===== src/rtl/ls_writeback_buffer.sv =====
// Completion buffer between LSU writeback and the writeback arbiter. Loads reserve a slot at issue so
// completions never stall; results drain in arrival order through a registered valid/ack output.
module ls_writeback_buffer #(
  parameter int DEPTH  = 4,
  parameter int DATA_W = 32,
  parameter int ID_W   = 3
) (
  input  logic              clk,
  input  logic              rst,
  input  logic              reserve,
  output logic              space_available,
  input  logic              in_done,
  input  logic [ID_W-1:0]   in_id,
  input  logic [DATA_W-1:0] in_rd,
  input  logic              csr_bypass,
  output logic              out_valid,
  output logic [ID_W-1:0]   out_id,
  output logic [DATA_W-1:0] out_rd,
  input  logic              out_ack,
  output logic              empty,
  output logic              error
);
  localparam int PW = $clog2(DEPTH);
  localparam int CW = PW + 1;
  localparam logic [CW-1:0] DEPTH_C = CW'(DEPTH);

  logic [ID_W+DATA_W-1:0] mem_q [DEPTH];

  logic [CW-1:0]     count_q, count_d;
  logic [CW-1:0]     reserved_q, reserved_d;
  logic [PW-1:0]     rd_ptr_q, rd_ptr_d;
  logic [PW-1:0]     wr_ptr_q, wr_ptr_d;
  logic              out_valid_q, out_valid_d;
  logic [ID_W-1:0]   out_id_q, out_id_d;
  logic [DATA_W-1:0] out_rd_q, out_rd_d;
  logic              error_q, error_d;

  logic          pop, push, full, res_ok, consume, no_res;
  logic [PW-1:0] head_ptr;

  assign space_available = (count_q + reserved_q) < DEPTH_C;
  assign empty           = (count_q == '0) && (reserved_q == '0);
  assign out_valid       = out_valid_q;
  assign out_id          = out_id_q;
  assign out_rd          = out_rd_q;
  assign error           = error_q;

  always_comb begin
    pop      = out_valid_q & out_ack;
    full     = (count_q == DEPTH_C);
    // At full, a completion is still accepted if the head leaves in the same cycle.
    push     = in_done & (~full | pop);
    res_ok   = reserve & space_available;
    no_res   = (reserved_q == '0);
    consume  = in_done & ~csr_bypass & ~no_res;
    head_ptr = rd_ptr_q + PW'(pop);

    count_d    = count_q + CW'(push) - CW'(pop);
    reserved_d = reserved_q + CW'(res_ok) - CW'(consume);
    rd_ptr_d   = head_ptr;
    wr_ptr_d   = wr_ptr_q + PW'(push);

    // The output stage only sees entries stored before this edge, giving one cycle of latency.
    out_valid_d = (count_q - CW'(pop)) != '0;
    out_id_d    = out_id_q;
    out_rd_d    = out_rd_q;
    if (out_valid_d) begin
      {out_id_d, out_rd_d} = mem_q[head_ptr];
    end

    error_d = error_q
            | (reserve & ~space_available)
            | (in_done & full & ~pop)
            | (in_done & ~csr_bypass & no_res);
  end

  always_ff @(posedge clk or posedge rst) begin
    if (rst) begin
      count_q     <= '0;
      reserved_q  <= '0;
      rd_ptr_q    <= '0;
      wr_ptr_q    <= '0;
      out_valid_q <= 1'b0;
      out_id_q    <= '0;
      out_rd_q    <= '0;
      error_q     <= 1'b0;
    end else begin
      count_q     <= count_d;
      reserved_q  <= reserved_d;
      rd_ptr_q    <= rd_ptr_d;
      wr_ptr_q    <= wr_ptr_d;
      out_valid_q <= out_valid_d;
      out_id_q    <= out_id_d;
      out_rd_q    <= out_rd_d;
      error_q     <= error_d;
    end
  end

  always_ff @(posedge clk) begin
    if (push) begin
      mem_q[wr_ptr_q] <= {in_id, in_rd};
    end
  end
endmodule


===== config.mk =====
export PLATFORM = sky130hd
export DESIGN_NAME = ls_writeback_buffer
export DESIGN_NICKNAME = d
export VERILOG_FILES = /design/src/rtl/ls_writeback_buffer.sv
export SDC_FILE = /design/constraint.sdc
export NUM_CORES = 1
export LEC_CHECK = 0
export BUFFER_PORTS_ARGS = -buffer_cell sky130_fd_sc_hd__buf_2
export CAP_MARGIN = 20
export CORE_UTILIZATION = 50
export CTS_CLUSTER_DIAMETER = 100
export CTS_CLUSTER_SIZE = 10
export DETAILED_ROUTE_END_ITERATION = 6
export GPL_TIMING_DRIVEN = 0
export PLACE_DENSITY = 0.72
export SLEW_MARGIN = 20
export SYNTH_ARGS = -nofsm -noshare
export SYNTH_HDL_FRONTEND = slang
export SYNTH_SLANG_ARGS = --single-unit

===== constraint.sdc =====
create_clock -name clk -period 4 [get_ports clk]
set_input_delay 0.6 -clock clk [delete_from_list [all_inputs] [get_ports clk]]
set_output_delay 0.6 -clock clk [all_outputs]
set_load 0.02 [all_outputs]

* Word level (Yosys, flattened, before mapping)
Memories as Yosys holds them, arrays and structs flattened. A register that Yosys moved wholly into a read port is not among the register bits.
Cells that the tools add are included.
** Operators by class
- Eq/ne operators :: 1
- Multiplexer cells :: 2
- Bitwise operators :: 18
- Magnitude comparators :: 1
- Reduce and logical (&&, ||, !) cells :: 4
- Add/sub/neg operators :: 8
** Operators with widths (count)
- 1-bit AND :: 9
- 3-bit by 1-bit subtractor with 3-bit output :: 3
- 3-bit by 1-bit adder with 3-bit output :: 2
- 3-bit logical NOT :: 2
- 1-bit NOT :: 5
- 2-bit by 1-bit adder with 2-bit output :: 2
- 1-bit OR :: 4
- 3-bit adder :: 1
- 3-bit equality test (second input constant) :: 1
- 3-bit < comparator (second input constant) :: 1
- 3-bit nonzero test :: 1
- 1-bit 2-to-1 mux :: 2
- 1-bit logical AND :: 1
** Word-level totals
- Register bits :: 12
- Memories :: 1
- Bits in writable memories :: 140
** Memories
- mem_q :: depth 4, width 35, rd ports 1, clocked after memory_dff 1, wr ports 1, RTL line 27 : logic [ID_W+DATA_W-1:0] mem_q [DEPTH];

* Depth between registers and ports, before layout
Gate-level depths: netlist (run 1).
- Word-level depth :: 7
- Mapped depth :: 10
- Depth with buffers taken out :: 10

* Worst setup path before layout (run 1)
Ideal clock, no wire load.
- Path type :: input port to flip-flop
- From :: in out_ack
- To :: mem mem_q[1][0] (netlist bit), enable pin
- Required time :: 3.522 ns
- Stages on the path :: 3
- Library setup time :: 0.478 ns
- Data arrival time :: 3.557 ns
- Slack :: -0.036 ns
- Path buffers :: 0
- Cell sequence :: nand2_1 > a31o_2 > nor3b_1
** On the way
- Longest elaborated chain between the ends :: 5
** RTL lines
- start, declared :: RTL line 19 : input logic out_ack,
- 1-bit AND :: RTL line 49 : pop = out_valid_q & out_ack;
- 1-bit OR :: RTL line 52 : push = in_done & (~full | pop);
- 1-bit AND :: RTL line 52
- 1-bit 2-to-1 mux :: RTL line 100 : if (push) begin
- 1-bit 2-to-1 mux (implied by the code) :: RTL line 101 : mem_q[wr_ptr_q] <= {in_id, in_rd};
- end, declared :: RTL line 27
Every way passes these cells.

* Worst setup path after layout (run 1)
- From :: reg count_q[1]
- To :: reg reserved_q[2]
** On the way
- Longest elaborated chain between the ends :: 5
** RTL lines
- start, declared :: RTL line 29 : logic [CW-1:0] count_q, count_d;
- start signal, assigned :: RTL line 88 : count_q <= count_d;
- 3-bit adder :: RTL line 41 : assign space_available = (count_q + reserved_q) < DEPTH_C;
- 3-bit < comparator :: RTL line 41
- 1-bit AND :: RTL line 53 : res_ok = reserve & space_available;
- 3-bit by 1-bit adder with 3-bit output :: RTL line 59 : reserved_d = reserved_q + CW'(res_ok) - CW'(consume);
- 3-bit by 1-bit subtractor with 3-bit output :: RTL line 59
- named net reserved_d[2] :: RTL line 30 : logic [CW-1:0] reserved_q, reserved_d;
- end signal, assigned :: RTL line 89 : reserved_q <= reserved_d;
- end, declared :: RTL line 30
The timed path passes the listed nets, and every way through them passes these cells.

==> results.ini, run 1 <==
[setup_path]
r2r.worst_path.cells = 10
startpoint = count_q[1]
cp_max_fo = 4
end_kind = flip-flop
worst-path-buf-inv = 1
crit_family = adder cells
r2r-start = count_q[1]
cp_slowest_stage_delay_ps = 430
crit_arrival_ps = 2820
worst_path_max_delay_cell = dfrtp_1
start_kind = flip-flop
worst-setup-path-type = reg2reg
r2r_slack_ps = 1520
worst-path-stages = 10
worstPathRequired_ps = 4340
crit_end = reserved_q[2]
reg2reg_to = reserved_q[2]
path_cells = ha_1 -> a31oi_1 -> xnor2_1 -> nand2_1 -> ha_1 -> inv_1 -> ha_1 -> fa_1 -> xnor2_1 -> xnor2_1

[route]
wl_per_cell_um = 19.86
remaining_drc_errors = 0
wl_mm = 12.29
vias_per_cell = 5.355
drt_first_pass_iters = 4
vias = 3315
ant_nets = 0
drt_first_iter_violations = 208

[logic_synthesis]
synth_nets = 367
synthCells = 316
ys_seq_elements = 187
synth_warnings = 0
ys_types = 26
synth-seq-area-share_pct = 74.50
syn_area_per_cell_um2 = 22.85
syn_area_um2 = 7222

[global_route]
grt_pass1_vias = 3553
grt_pass1_wl_mm = 19.51
antenna_found_initial = 1
grt_start_max_net_pins = 48
grt.overflow.total = 0
grtUsageTotal_pct = 18.73

[cells_and_area]
fin_cells = 619
final_util_pct = 61.51
seqCellArea_um2 = 5380
drive_above_1_share_pct = 45.89
multi_input_area_um2 = 1679
area_growth_syn_to_layout_pct = 19.14
fillerInstances = 1029
finalNetCount = 477
final_area_um2 = 8605

[floorplan]
die_w_um = 122.2
fp.dieH_um = 122.2
rows = 43
initial_core_util_pct = 51.63
die-area_um2 = 14930
io-pin-count = 80
coreArea_um2 = 13990

[sta]
period_needed_ps = 2483
skew_ps = 6.768
drv_slew = 0
setup-violations-final = 0
tightest_slew_ps = 657.4
rsz0062_at_grt = no
fmax_mhz = 402.8
fin_ws_ps = 1517
finalHoldViolCount = 0
max-slew-margin-rel_pct = 56.17
hold_ws_ps = 263.6
post-route-period-util_pct = 62.07

[cts]
cts_buffers = 17
clk_pin_slew_ps = 60
cts.sinks = 187
post_cts_resized = 0
htreeDepth = 4
post-cts-setup-buffers = 0
clockBufferDepth = 2
cts_root_buf = clkbuf_16
cts_tree = yes
clk_latency_ps = 420
cts_hold_buf = 0

[flow_run]
max_cap_viol_count = 0

[placed_design]
hpwl_mm = 8.110
io_buffers = 79
place_ws_ps = 1488
dp_cells = 587
dpl_cell_area_um2 = 8036
finalWeightedCongestion = 0.6985

[power]
vdd_drop_max_mv = 0.6150
p_per_area_nw_per_um2 = 856.1
power.leakage_nw = 3.330

[run_status]
outcome = finished, final reports clean

[worst_hold_path]
min_path_type = in2async

==> report_power, final <==
part           switching, W  leakage [nW]  internal [W]
Clock              0.000661         0.278      0.000933
Combinational       0.00131          1.23       0.00156
Sequential         0.000236          1.83       0.00267
==> stage by stage <==
stage	total power, W	TNS [ps]
2_1_floorplan	0.005068	0
3_3_place_gp	0.005677	-74860
3_5_place_dp	0.005855	0
4_1_cts	0.007470	0
5_1_grt	0.007761	0
6_report	0.007367	0
==> placed cells by master (no fill, tap or decap), types with 7 or more instances in the layout <==
cell / instances
buf_8: 7
xnor2_1: 7
ha_1: 8
inv_1: 13
clkbuf_16: 17
buf_6: 7
dfrtp_1: 47
edfxtp_1: 140
buf_2: 79
mux4_2: 30
mux2_4: 30
==> area by class of cell <==
type	count	share of cell area (%)
antenna	1	0.02908
clock buffer	24	5.831
multi-input combinational	105	19.51
timing repair buffer	91	6.485
inverter	14	0.6398
buffer	10	1.614
sequential	187	62.53
clock inverter	7	0.7416
tap	180	2.617
==> per-layer routing <==
metal / GRT usage, % / share of wire [%] / up-vias / wire (um)
li1: - / - / 1478 / -
met1: 23.94 / 43 / 1746 / 5276
met2: 30.44 / 51 / 79 / 6270
met3: 6.039 / 4.8 / 12 / 595
met4: 6.174 / 1.2 / 0 / 151
met5: 0 / 0 / - / 0
==> logic make-up (layout without fill, tap and decap cells) <==
logic type / after synthesis / in the layout / synth area share [%]
AOI/OAI and AO/OA: 4 / 4 / 0.4158
xor gates and xnor gates: 9 / 9 / 1.351
adders and majority gates: 10 / 10 / 1.940
buffers and inverters: 24 / 146 / 2.651
DFF: 187 / 187 / 74.50
muxes: 70 / 70 / 18.19
other: 0 / 1 / 0
and+or+nand+nor: 12 / 12 / 0.9527
==> registers in the layout (all words and copies together), names as in the netlist <==
signal,cells
count_q,3
error,1
mem_q,140
out_id,3
out_rd,32
out_valid,1
rd_ptr_q,2
reserved_q,3
wr_ptr_q,2
==> Yosys cell counts (all sizes together) <==
library cell / instances / area, um2
a31oi: 2 / 12.51
nor3b: 2 / 15.01
nor3: 3 / 15.01
xor2: 2 / 36.29
buf: 10 / 138.9
xnor2: 7 / 61.31
dfrtp: 47 / 1176
edfxtp: 140 / 4204
fa: 2 / 40.04
a31o: 1 / 8.760
nand2: 2 / 7.510
nor2: 1 / 3.750
mux2: 35 / 506.7
ha: 8 / 100.1
inv: 14 / 52.55
nand3: 2 / 15.01
mux4: 35 / 807.0
o221ai: 1 / 8.760
and3: 2 / 12.51
==> worst min-delay path by stage <==
stage / startpoint / to / slack (ps) / cells after the start
after floorplan: rd_ptr_q[0] / rd_ptr_q[0] / 500 / 1
after detailed placement: error / error / 490 / 2
after global routing: rst / out_rd[21] / 310 / 2
final: rst / out_rd[18] / 260 / 2
after global placement: error / error / 460 / 2
after CTS: rst / out_rd[31] / 300 / 2
Power figures use the tool's default switching activity.
==> inputs of run 2 (changes only) <==
--- a/config.mk
+++ b/config.mk
@@ -12,7 +12,7 @@
 export CTS_CLUSTER_SIZE = 10
 export DETAILED_ROUTE_END_ITERATION = 6
 export GPL_TIMING_DRIVEN = 0
-export PLACE_DENSITY = 0.72
+export PLACE_DENSITY = 0.7
 export SLEW_MARGIN = 20
 export SYNTH_ARGS = -nofsm -noshare
 export SYNTH_HDL_FRONTEND = slang
==> constraint.sdc (replaced) <==
create_clock -name clk -period 2.5 [get_ports clk]
set_input_delay 0.375 -clock clk [delete_from_list [all_inputs] [get_ports clk]]
set_output_delay 0.375 -clock clk [all_outputs]
set_load 0.02 [all_outputs]
==> run 2 against run 1 <==
- via count shrank 1.6%
- core utilization grew 0.46 points
- worst hold slack lost 200 ps
- first-iteration DRC count shrank 14%
- design area grew 0.74%
- fmax grew 3.9%
- worst setup slack lost 1400 ps
- register-to-register slack lost 1400 ps
- global-route usage shrank 0.26 points
- combinational power grew 64%
- sequential share of layout area shrank 0.46 points
- wire length shrank 1.4%
- critical endpoint unchanged
- largest power group is now combinational cells
- highest routed layer unchanged
==> results.ini, run 2 (synthesized netlist as in run 1, its figures left out) <==
[floorplan]
die-area_um2 = 14930
fp.dieH_um = 122.2
io-pin-count = 80
initial_core_util_pct = 51.63
die_w_um = 122.2
coreArea_um2 = 13990
rows = 43

[route]
drt_first_iter_violations = 179
remaining_drc_errors = 0
ant_nets = 0
wl_per_cell_um = 19.62
vias_per_cell = 5.280
drt_first_pass_iters = 4
wl_mm = 12.13
vias = 3263

[placed_design]
finalWeightedCongestion = 0.6913
io_buffers = 79
place_ws_ps = -36.50
dp_cells = 585
hpwl_mm = 7.733

[power]
p_sw_w = 0.003617
power_frac_comb_pct = 39.0
power_frac_seq_pct = 38.6
p_int_w = 0.008397
power.share.clock_pct = 22.4
power.leakage_nw = 3.347
p_per_area_nw_per_um2 = 1386
vdd_drop_max_mv = 0.6576
swShare_pct = 30.10

[setup_path]
cp_max_fo = 3
worst-setup-path-type = reg2reg
cp_slowest_stage_delay_ps = 400
worst-path-buf-inv = 1
end_kind = flip-flop
worstPathRequired_ps = 2830
path_common_cell = ha_1
crit_family = adder cells
start_kind = flip-flop
crit_arrival_ps = 2720
worst_path_max_delay_cell = dfrtp_1
path_cells = ha_1 -> a31oi_4 -> xnor2_2 -> nand2_1 -> ha_1 -> inv_1 -> ha_1 -> fa_2 -> xnor2_2 -> xnor2_1

[run_status]
outcome = finished, final reports clean

[cts]
clockBufferDepth = 2
cts_root_buf = clkbuf_16
cts_buffers = 17
clk_pin_slew_ps = 70
cts.sinks = 187
htreeDepth = 4
clk_latency_ps = 420
cts_tree = yes

[cells_and_area]
area_growth_syn_to_layout_pct = 20.03
diodes = 0
final_cell_mix = edfxtp_1 (140), buf_2 (79), dfrtp_1 (47)
drive_above_1_share_pct = 47.49
final_util_pct = 61.97
largest-register = mem_q
final_common_cell = edfxtp_1
largest_reg_flops = 140
finalNetCount = 476
fillerInstances = 1007
fin_cells = 618

[global_route]
grt_start_max_net_pins = 48
grt_pass1_vias = 3522
antenna_found_initial = 0
grt_pass1_wl_mm = 19.06
grt.overflow.total = 0
grtUsageTotal_pct = 18.47

[flow_run]
max_cap_viol_count = 0

[sta]
setup_tns_ps = 0
max-slew-margin-rel_pct = 53.21
hold_ws_ps = 62.53
skew_ps = 8.501
finalHoldViolCount = 0
fin_ws_ps = 110.8
rsz0062_at_grt = no
period_needed_ps = 2389
post-route-period-util_pct = 95.57
drv_slew = 0
fmax_mhz = 418.5
tightest_slew_ps = 699.5
setup-violations-final = 0

[worst_hold_path]
min_path_type = in2async

-- run 2: worst paths after layout --
kind,startpoint,depth (start not counted),slack [ps],to
setup / recovery,reserved_q[1],10,110,reserved_q[2]
hold / removal,rst,2,60,out_rd[20]
setup reg to reg,reserved_q[1],10,110,reserved_q[2]
hold reg to reg,error,2,480,error
max in group asynchronous,rst,2,1960,out_id[0]
min in group clk,in_rd[1],1,160,mem_q[0][1]
-- run 2: per-stage QoR --
stage	total power, W	area, um2
after floorplan	0.008158	7263
after global placement	0.009123	7884
after detailed placement	0.009382	8035
after CTS	0.01216	8657
after global routing	0.01264	8668
final	0.01201	8668
-- run 2: area by class of cell --
type / instances / area [um2] / area share [%]
Tap cell: 180 / 225.2 / 2.598
Clock buffer: 18 / 429.2 / 4.951
Inverter: 14 / 55.05 / 0.6351
Clock inverter: 14 / 171.4 / 1.977
Sequential cell: 187 / 5380 / 62.07
Buffer: 10 / 138.9 / 1.602
Multi-Input combinational cell: 105 / 1718 / 19.82
Timing Repair Buffer: 90 / 550.5 / 6.351
-- run 2: worst register-to-register path, stage by stage (launching register included) --
cell and delay [ps]:
dfrtp_1 400, ha_1 320, a31oi_4 160, xnor2_2 150
nand2_1 80, ha_1 270, inv_1 40, ha_1 190
fa_2 360, xnor2_2 150, xnor2_1 180
-- run 2: per-layer routing --
layer	GRT usage [%]	share of wire [%]
met5	0	0
met1	24.09	42
met3	5.290	4.5
met2	29.48	52
met4	7.241	1.5
-- run 2: repair_timing --
| item | in CTS | in global routing |
|---|---|---|
| cloned | 0 | 0 |
| setup endpoints to repair | 1 | 1 |
| hold buffers | 0 | 0 |
| resized for setup | 2 | 2 |
| hold endpoints to repair | 0 | 0 |
| setup buffers | 1 | 0 |
| pin swaps | 0 | 2 |
-- run 2: power by group through the flow --
stage               registers (W)  clock network [W]  logic [W]
global placement          0.00468                  0    0.00444
floorplan                 0.00500                  0    0.00316
finish                    0.00464            0.00269    0.00468
CTS                       0.00464            0.00276    0.00477
detailed placement        0.00469                  0    0.00469
global route              0.00473            0.00287    0.00504
==> inputs of run 3 (changes only) <==
--- a/config.mk
+++ b/config.mk
@@ -7,6 +7,7 @@
 export LEC_CHECK = 0
 export BUFFER_PORTS_ARGS = -buffer_cell sky130_fd_sc_hd__buf_2
 export CAP_MARGIN = 20
+export CORE_ASPECT_RATIO = 0.9
 export CORE_UTILIZATION = 50
 export CTS_CLUSTER_DIAMETER = 100
 export CTS_CLUSTER_SIZE = 10
==> run 3 against run 2 <==
- flip-flop and latch count unchanged
- global-route usage is 0.50 points lower
- power up 0.45%
- first-iteration DRC count is 40% higher
- worst hold slack got worse by 4.4 ps
- count of clock-buffer cells in the layout fell by 1
- wire length is 0.85% lower
- die area about the same
==> results.ini, run 3 (synthesized netlist as in run 1, its figures left out) <==
[cts]
clockBufferDepth = 2
cts_buffers = 17
htreeDepth = 4
cts_root_buf = clkbuf_16
cts.sinks = 187
cts_tree = yes
clk_pin_slew_ps = 70
clk_latency_ps = 420

[flow_run]
max_cap_viol_count = 0

[route]
top_layer_used = met4
drt_first_pass_iters = 4
routed-wl-met3_um = 625
met1_length_mm = 5.229
wl_per_cell_um = 19.02
ant_nets = 0
route.met2.wl_mm = 6.031
vias_per_cell = 5.198
drt_first_iter_violations = 250
remaining_drc_errors = 0
vias = 3285
wl_mm = 12.02

[global_route]
grt_pass1_wl_mm = 18.77
antenna_found_initial = 1
grt.overflow.total = 0
grt_pass1_vias = 3448
grtUsageTotal_pct = 17.97
grt_start_max_net_pins = 48

[cells_and_area]
multi_input_area_um2 = 1730
largest-register = mem_q
finalNetCount = 476
area_growth_syn_to_layout_pct = 20.67
seqCellArea_um2 = 5381
largest_reg_flops = 140
fillerInstances = 1016
final_common_cell = edfxtp_1
drive_above_1_share_pct = 48.17
final_cell_mix = edfxtp_1 (140), buf_2 (79), dfrtp_1 (46)

[power]
finalPower_w = 0.01207
vdd_drop_max_mv = 0.8340
power_frac_seq_pct = 38.6
power.share.clock_pct = 22.3
swShare_pct = 30.68
p_int_w = 0.008365
p_per_area_nw_per_um2 = 1385
power.leakage_nw = 3.360
p_sw_w = 0.003703
power_frac_comb_pct = 39.1

[sta]
setup-violations-final = 0
post-route-period-util_pct = 93.13
fmax_mhz = 429.5
skew_ps = 6.879
hold_ws_ps = 58.13
drv_slew = 0
period_needed_ps = 2328
max-slew-margin-rel_pct = 53.17
rsz0062_at_grt = no
fin_ws_ps = 171.8
finalHoldViolCount = 0
tightest_slew_ps = 701.7

[setup_path]
r2r_slack_ps = 170
r2r-start = count_q[1]
path_cells = ha_4 -> a31oi_4 -> xnor2_2 -> nand2_1 -> ha_1 -> inv_1 -> ha_1 -> fa_2 -> xnor2_2 -> xnor2_1
worst-setup-path-type = reg2reg
worst_path_max_delay_cell = dfrtp_2
worst-path-buf-inv = 1
worstPathRequired_ps = 2810
startpoint = count_q[1]
reg2reg_to = reserved_q[2]
end_kind = flip-flop
crit_arrival_ps = 2630
worst-path-stages = 10
start_kind = flip-flop
crit_end = reserved_q[2]
cp_slowest_stage_delay_ps = 430
cp_max_fo = 3
crit_family = adder cells
r2r.worst_path.cells = 10

[run_status]
outcome = finished, final reports clean

[worst_hold_path]
min_path_type = in2async

[floorplan]
fp.dieH_um = 116.0
coreArea_um2 = 14060
rows = 41
die-area_um2 = 14930
initial_core_util_pct = 51.38
die_w_um = 128.7
io-pin-count = 80

[placed_design]
finalWeightedCongestion = 0.6830
io_buffers = 79
hpwl_mm = 7.672
place_ws_ps = 19.05

==> run 3: changes by cell type in the layout (fill, tap and decap cells not counted), sizes merged <==
cell,change
inv,+8
clkinv,-4
clkinvlp,-2
bufinv,-1
clkbuf,-1
diode,+1
==> run 3: layout make-up <==
type	count	share of cell area [%]
Sequential cell	187	61.75
Multi-Input combinational cell	105	19.86
Timing Repair Buffer	90	6.504
Clock buffer	17	4.882
Tap cell	193	2.771
Clock inverter	15	1.981
Buffer	10	1.594
Inverter	14	0.6317
Antenna cell	1	0.02871
==> run 3: per-layer routing <==
layer / up-vias / GRT usage (%)
li1: 1491 / -
met1: 1707 / 22.45
met2: 75 / 29.91
met3: 12 / 6.094
met4: 0 / 5.647
met5: - / 0
==> run 3: timing repair <==
action,4_1_cts,5_1_grt
pin swaps,0,1
hold buffers,0,0
setup buffers,0,1
resized for setup,1,5
endpoints found under the setup margin,1,1
==> run 3: worst min-delay path by stage <==
stage | cells after the start | to | slack [ps] | startpoint
2_1_floorplan | 0 | mem_q[0][0] | 470 | in_rd[0]
3_3_place_gp | 2 | error | 460 | error
3_5_place_dp | 2 | error | 470 | error
5_1_grt | 2 | out_rd[31] | 110 | rst
4_1_cts | 2 | out_rd[6] | 90 | rst
6_report | 2 | out_rd[11] | 60 | rst
==> run 3: through the flow <==
stage / utilization (%) / std cells / TNS [ps] / cell area (um2)
2_1_floorplan: - / 316 / 0 / 7263
3_3_place_gp: 56.20 / 588 / -61040 / 7900
3_5_place_dp: 57.40 / 598 / 0 / 8068
4_1_cts: 61.70 / 630 / 0 / 8672
5_1_grt: 61.98 / 631 / 0 / 8712
6_report: 62.00 / 632 / 0 / 8715
==> run 3: power by group through the flow <==
stage          registers [W]  logic [W]  clock network, W
2_1_floorplan        0.00500    0.00316                 0
3_3_place_gp         0.00469    0.00443                 0
5_1_grt              0.00474    0.00510           0.00286
3_5_place_dp         0.00470    0.00469                 0
4_1_cts              0.00465    0.00473           0.00275
6_report             0.00465    0.00472           0.00269
